### config.mk
export PLATFORM = sky130hd
export DESIGN_NAME = multicycle_ctrl
export DESIGN_NICKNAME = d
export VERILOG_FILES = /design/src/rtl/multicycle_ctrl.sv
export SDC_FILE = /design/constraint.sdc
export NUM_CORES = 1
export LEC_CHECK = 0
export ABC_AREA = 1
export CORE_UTILIZATION = 34
export DETAILED_ROUTE_END_ITERATION = 6
export PLACE_DENSITY_LB_ADDON = 0.15
export REMOVE_ABC_BUFFERS = 1
export SETUP_SLACK_MARGIN = 0.5
export SLEW_MARGIN = 5
export SYNTH_ARGS = -nofsm -noshare
export SYNTH_HDL_FRONTEND = slang
export SYNTH_SLANG_ARGS = --single-unit
### constraint.sdc
create_clock -name clk -period 1.3 [get_ports clk]
set_input_delay 0.13 -clock clk [delete_from_list [all_inputs] [get_ports clk]]
set_output_delay 0.13 -clock clk [all_outputs]
set_load 0.03 [all_outputs]
### src/rtl/multicycle_ctrl.sv
// rtl/multicycle_ctrl.sv - multicycle processor main control FSM (Moore)
// Memory wait states are enabled by defining MULTICYCLE_MEM_WAIT_EN (adds MemReady).
module multicycle_ctrl #(
   parameter logic [6:0] LOAD   = 7'd3,
   parameter logic [6:0] STORE  = 7'd35,
   parameter logic [6:0] REG    = 7'd51,
   parameter logic [6:0] I_AL   = 7'd19,
   parameter logic [6:0] BRANCH = 7'd99,
   parameter logic [6:0] JAL    = 7'd111
) (
   input  logic       clk,
   input  logic       rst_n,
   input  logic [6:0] Op,
   input  logic       Zero,
`ifdef MULTICYCLE_MEM_WAIT_EN
   input  logic       MemReady,
`endif
   output logic       PCWrite,
   output logic       IRWrite,
   output logic       RegWrite,
   output logic       MemWrite,
   output logic       AdrSrc,
   output logic       Branch,
   output logic       IllegalOp,
   output logic [1:0] ResultSrc,
   output logic [1:0] ALUSrcA,
   output logic [1:0] ALUSrcB,
   output logic [1:0] ALUOp,
   output logic [2:0] ImmSrc,
   output logic [3:0] State
);

   typedef enum logic [3:0] {
      FETCH    = 4'd0,
      DECODE   = 4'd1,
      MEMADR   = 4'd2,
      MEMREAD  = 4'd3,
      MEMWB    = 4'd4,
      MEMWRITE = 4'd5,
      EXECUTER = 4'd6,
      EXECUTEI = 4'd7,
      ALUWB    = 4'd8,
      JAL_S    = 4'd9,
      BEQ      = 4'd10
   } state_t;

   state_t state_q, state_d;
   logic   mem_rdy;
   logic   pc_upd, ir_wr, reg_wr, mem_wr, illegal;

`ifdef MULTICYCLE_MEM_WAIT_EN
   assign mem_rdy = MemReady;
`else
   assign mem_rdy = 1'b1;
`endif

   always_ff @(posedge clk or negedge rst_n) begin
      if (!rst_n) state_q <= FETCH;
      else        state_q <= state_d;
   end

   always_comb begin
      state_d   = state_q;
      pc_upd    = 1'b0;
      ir_wr     = 1'b0;
      reg_wr    = 1'b0;
      mem_wr    = 1'b0;
      illegal   = 1'b0;
      AdrSrc    = 1'b0;
      Branch    = 1'b0;
      ResultSrc = 2'b00;
      ALUSrcA   = 2'b00;
      ALUSrcB   = 2'b00;
      ALUOp     = 2'b00;
      case (state_q)
         FETCH: begin
            ALUSrcB   = 2'b10;
            ResultSrc = 2'b10;
            if (mem_rdy) begin
               ir_wr   = 1'b1;
               pc_upd  = 1'b1;
               state_d = DECODE;
            end
         end
         DECODE: begin
            ALUSrcA = 2'b01;
            ALUSrcB = 2'b01;
            if (Op == LOAD || Op == STORE) state_d = MEMADR;
            else if (Op == REG)            state_d = EXECUTER;
            else if (Op == I_AL)           state_d = EXECUTEI;
            else if (Op == JAL)            state_d = JAL_S;
            else if (Op == BRANCH)         state_d = BEQ;
            else begin
               illegal = 1'b1;
               state_d = FETCH;
            end
         end
         MEMADR: begin
            ALUSrcA = 2'b10;
            ALUSrcB = 2'b01;
            state_d = (Op == LOAD) ? MEMREAD : MEMWRITE;
         end
         MEMREAD: begin
            AdrSrc = 1'b1;
            if (mem_rdy) state_d = MEMWB;
         end
         MEMWB: begin
            ResultSrc = 2'b01;
            reg_wr    = 1'b1;
            state_d   = FETCH;
         end
         MEMWRITE: begin
            AdrSrc = 1'b1;
            if (mem_rdy) begin
               mem_wr  = 1'b1;
               state_d = FETCH;
            end
         end
         EXECUTER: begin
            ALUSrcA = 2'b10;
            ALUOp   = 2'b10;
            state_d = ALUWB;
         end
         EXECUTEI: begin
            ALUSrcA = 2'b10;
            ALUSrcB = 2'b01;
            ALUOp   = 2'b10;
            state_d = ALUWB;
         end
         ALUWB: begin
            reg_wr  = 1'b1;
            state_d = FETCH;
         end
         JAL_S: begin
            ALUSrcA = 2'b01;
            ALUSrcB = 2'b10;
            pc_upd  = 1'b1;
            state_d = ALUWB;
         end
         BEQ: begin
            ALUSrcA = 2'b10;
            ALUOp   = 2'b01;
            Branch  = 1'b1;
            state_d = FETCH;
         end
         default: state_d = FETCH;
      endcase
   end

   always_comb begin
      ImmSrc = 3'b000;
      if (Op == STORE)       ImmSrc = 3'b001;
      else if (Op == BRANCH) ImmSrc = 3'b010;
      else if (Op == JAL)    ImmSrc = 3'b100;
   end

   // Reset forces FETCH, whose strobes would otherwise be live; mask them while rst_n is low.
   assign PCWrite   = rst_n & (pc_upd | (Branch & Zero));
   assign IRWrite   = rst_n & ir_wr;
   assign RegWrite  = rst_n & reg_wr;
   assign MemWrite  = rst_n & mem_wr;
   assign IllegalOp = rst_n & illegal;
   assign State     = state_q;

endmodule

# After elaboration in Yosys (flattened, before gate mapping)
# Cells that the tools add are included.
dict set report word_totals {
  regBits 4
  inputBits 10
}
dict set report op_classes {
  muxes 26
  n_eq_ne 16
  reduce_logical 10
  bitwise_logic 7
}
# op n
set op_table {}
lappend op_table {{4-bit 2-to-1 mux} 5}
lappend op_table {{4-bit one-hot mux with 5 select lines} 1}
lappend op_table {{4-bit by 3-bit == test with 1-bit output, second input constant} 4}
lappend op_table {{2-bit one-hot mux with 2 select lines} 4}
lappend op_table {{7-bit by 6-bit == test with 1-bit output, second input constant} 2}
lappend op_table {{7-bit == test, second input constant} 2}
lappend op_table {{4-bit == test, second input constant} 3}
lappend op_table {{1-bit 2-to-1 mux} 12}
lappend op_table {{3-bit 2-to-1 mux} 4}
lappend op_table {{2-bit OR reduction} 5}
lappend op_table {{4-bit by 2-bit == test with 1-bit output, second input constant} 2}
lappend op_table {{7-bit by 2-bit == test with 1-bit output, second input constant} 1}
lappend op_table {{7-bit by 5-bit == test with 1-bit output, second input constant} 1}
lappend op_table {{1-bit bitwise AND} 6}
lappend op_table {{3-bit OR reduction} 2}
lappend op_table {{4-bit by 1-bit == test with 1-bit output, second input constant} 1}
lappend op_table {{4-bit logical NOT} 1}
lappend op_table {{4-bit OR reduction} 1}
lappend op_table {{1-bit logical OR} 1}
lappend op_table {{1-bit OR} 1}

# Depth between registers and ports, before layout
dict set report depth {
  word_depth 8
  ltp_mapped 7
  mapped_depth_nobuf 7
}

# Least setup slack after synthesis
# Ideal clock, no wire load.
dict set report synth_path {
  path_kind {flip-flop to output port}
  startpoint {reg state_q[2] (netlist: State[2])}
  endpoint {out PCWrite}
  path_stages_with_launch 6
  t_required_ps 1170
  slack_ps -410
  arrival_time_ps 1580
  path_buffers 0
  path_cell_list {dfrtp_1 -> inv_1 -> nand2_1 -> nor2_2 -> a21oi_2 -> nor2_1}
}
dict set report synth_via {
  elab_chain_cells 5
}
# item line
set synth_rtl {}
lappend synth_rtl {{start, declared} 47} ;# state_t state_q, state_d;
lappend synth_rtl {{start signal, assigned} 59} ;# else state_q <= state_d;
lappend synth_rtl {{4-bit == test} 75} ;# case (state_q)
lappend synth_rtl {{1-bit 2-to-1 mux} 75}
lappend synth_rtl {{net Branch} 23} ;# output logic Branch,
lappend synth_rtl {{1-bit bitwise AND} 158} ;# assign PCWrite = rst_n & (pc_upd | (Branch & Zero));
lappend synth_rtl {{1-bit OR} 158}
lappend synth_rtl {{1-bit bitwise AND} 158}
lappend synth_rtl {{end, declared} 18} ;# output logic PCWrite,
# The timed path passes the listed nets, and every way through them passes these cells.

# Worst setup path in the final report
dict set report layout_path {
  startpoint {reg state_q[3] (netlist: State[3])}
  endpoint {out PCWrite}
}
dict set report layout_via {
  elab_chain_cells 5
}
# item line
set layout_rtl {}
lappend layout_rtl {{4-bit == test or 4-bit logical NOT (tied branches)} 75}
lappend layout_rtl {{2-bit OR reduction (no line) or 1-bit 2-to-1 mux (tied branches)} -}
lappend layout_rtl {{1-bit 2-to-1 mux or 1-bit bitwise AND (tied branches)} -}
lappend layout_rtl {{1-bit OR (*)} 158}
lappend layout_rtl {{1-bit bitwise AND (*)} 158}
# Mark *: on every way between the ends. The rest lies on a longest branch, timed or not.

==> qor.yml <==
p_comb_share_pct: 75.4
p_leak_uw: 0.000582
drt-total-wl_um: 2030
core_area_um2: 1190
clock_latency_ns: 0.22
clock_power_share_pct: 10.1
wire_per_inst_um: 13.1
pwr-share-seq_pct: 14.5
firstDrtPassIters: 4
reg2reg_depth: 9
cts_inserted_buffers: 3
crit_type: "reg2out"
critPathLaunchType: "flop"
postSynthCellCount: 87
drcViolationCount: 0
overflow: 0
htree_levels: 1
r2r_start: "State[1]$_DFF_PN0_"
required_ns: 1.17
rrSetupSlack_ns: -0.01
synth_cell_types: 16
layout_common_cells: "32 x buf_4, 22 x nand2_1, 14 x buf_6"
cts_tree: "built"
synth-seq-cells: 4
antenna_found_initial: 0
synth_area_per_cell_um2: 5.32
ant_nets: 0
fin_nets: 153
ys_seq_area_share_pct: 21.6
port_buffers: 31
cp.arrival_ns: 1.35
setup_slack_ns: -0.178
die_area_um2: 1510
power.internal_uw: 711
dieHeight_um: 38.9
powerDensity_nw_per_um2: 1350
first_global_vias: 665
slew_viol_final: 0
ios: 32
tightest_slew_ns: 0.305
antennaDiodeCount: 0
p_sw_share_pct: 50.0
pre_cts_ws_ns: -0.0858
fin_crit_sh_pct: 114
area_growth_pct: 128
outcome: "finished, violations left"
holdCritPathClass: "in2async"
postLayoutCellArea_um2: 1050
clk_pin_slew_ns: 0.03
ir_drop_mv: 1.30
vias: 789
cts_max_path_buffers: 2
switchingPower_uw: 710
max-cap-violations: 0
syn_area_um2: 463
start_util_pct: 39.0
cts_sinks: 4
critPathMaxFanout: 3
dr.first_iter.drc_count: 12
vias_per_cell: 5.09
die_w_um: 38.9
hold_violations: 0
violations: "negative setup slack"
drive_gt1_share_pct: 65.2
relSlewSlack_pct: 79.7
mostFrequentLayoutCell: "buf_4"
place_area_um2: 818
rsz0062_at_grt: "true"
cp-end-kind: "output pin"
grtUsageTotal_pct: 26.8
root_buffer: "clkbuf_4"
gp_congestion: 0.861
hpwl_um: 1170
clock_skew_ns: 0.00142
min_period_ns: 1.48
finalSetupViolations: 14
grt_pass1_wl_um: 2800
row_count: 12
fmax_ghz: 0.676
grt_max_degree: 8
rr_endpoint: "State[0]$_DFF_PN0_"
largest_reg_flops: 4
yosysWarnings: 0
## metrics by stage
| step | instances | TNS [ns] | hold WS, ns | utilization (%) | total power (uW) |
|---|---|---|---|---|---|
| final | 155 | -1.25 | 0.210 | 88.9 | 1420 |
| after global routing | 155 | -1.99 | 0.219 | 88.9 | 1500 |
| after CTS | 150 | -0.809 | 0.203 | 82.3 | 1240 |
| after detailed placement | 142 | -0.168 | 0.434 | 69.0 | 1030 |
| after global placement | 142 | -0.143 | 0.432 | 69.0 | 1020 |
| after floorplan | 87 | -1.55 | -0.166 | - | 703 |
## repair_timing
item / in CTS / in global routing
setup buffers: 5 / 5
setup endpoints to repair: 26 / 26
resized for setup: 81 / 19
hold buffers: 0 / 0
pin swaps: 10 / 5
## synthesized netlist by cell type
cell,count,area [um2]
nand2_1,29,109
nor2_1,16,60.1
inv_1,15,56.3
nand3_1,5,25.0
dfrtp_1,4,100
nand2_2,3,18.8
nor3_1,3,15.0
a21oi_1,2,10.0
inv_2,2,7.51
nor2_2,2,12.5
a211oi_1,1,7.51
a21oi_2,1,8.76
a31oi_1,1,6.26
nor2_4,1,11.3
o21ai_2,1,8.76
o22ai_1,1,6.26
## worst max path at each step
stage	start	to	slack, ns	depth (start not counted)
detailed placement	Op[4]	IllegalOp	-0.09	8
CTS	State[2]$_DFF_PN0_	IllegalOp	-0.14	6
global route	State[0]$_DFF_PN0_	PCWrite	-0.24	7
floorplan	State[2]$_DFF_PN0_	PCWrite	-0.41	5
finish	State[3]$_DFF_PN0_	PCWrite	-0.18	6
global placement	Op[4]	IllegalOp	-0.08	8
## critical path, stage by stage, from the launching register on
cell and delay [ns]:
dfrtp_1 0.42, buf_4 0.17, nand2_1 0.15, nor2_4 0.05, a21oi_2 0.12, nor2_1 0.05, buf_4 0.16
## power groups by stage
stage          Sequential, uW  Combinational [uW]  Clock (uW)
2_1_floorplan             218                 485           0
3_3_place_gp              185                 834           0
3_5_place_dp              186                 845           0
4_1_cts                   191                 898         149
5_1_grt                   209                1140         155
6_report                  207                1070         143
## cell families after synthesis
family | after synthesis | synth area share, %
AND/OR/NAND/NOR | 59 | 54.3
buffers and inverters | 17 | 13.8
AO/OA/AOI/OAI | 7 | 10.3
flip-flops | 4 | 21.6
## final cells by class
class,count,area (um2)
clock buffers,3,22.5
repair buffers,51,449
flip-flops and latches,4,104
fillers,66,131
inverters,17,68.8
well taps,14,17.5
multi-input cells,66,393
## per-layer routing
metal / wire length [um] / part of all wire (%) / global-route usage [%] / vias up
met4: 63 / 3.1 / 16.4 / 0
met1: 803 / 40 / 29.0 / 360
met5: 0 / 0 / 0 / -
met2: 1050 / 52 / 49.2 / 46
li1: - / - / - / 377
met3: 116 / 5.7 / 2.31 / 6
(Power assumes the default switching activity.)
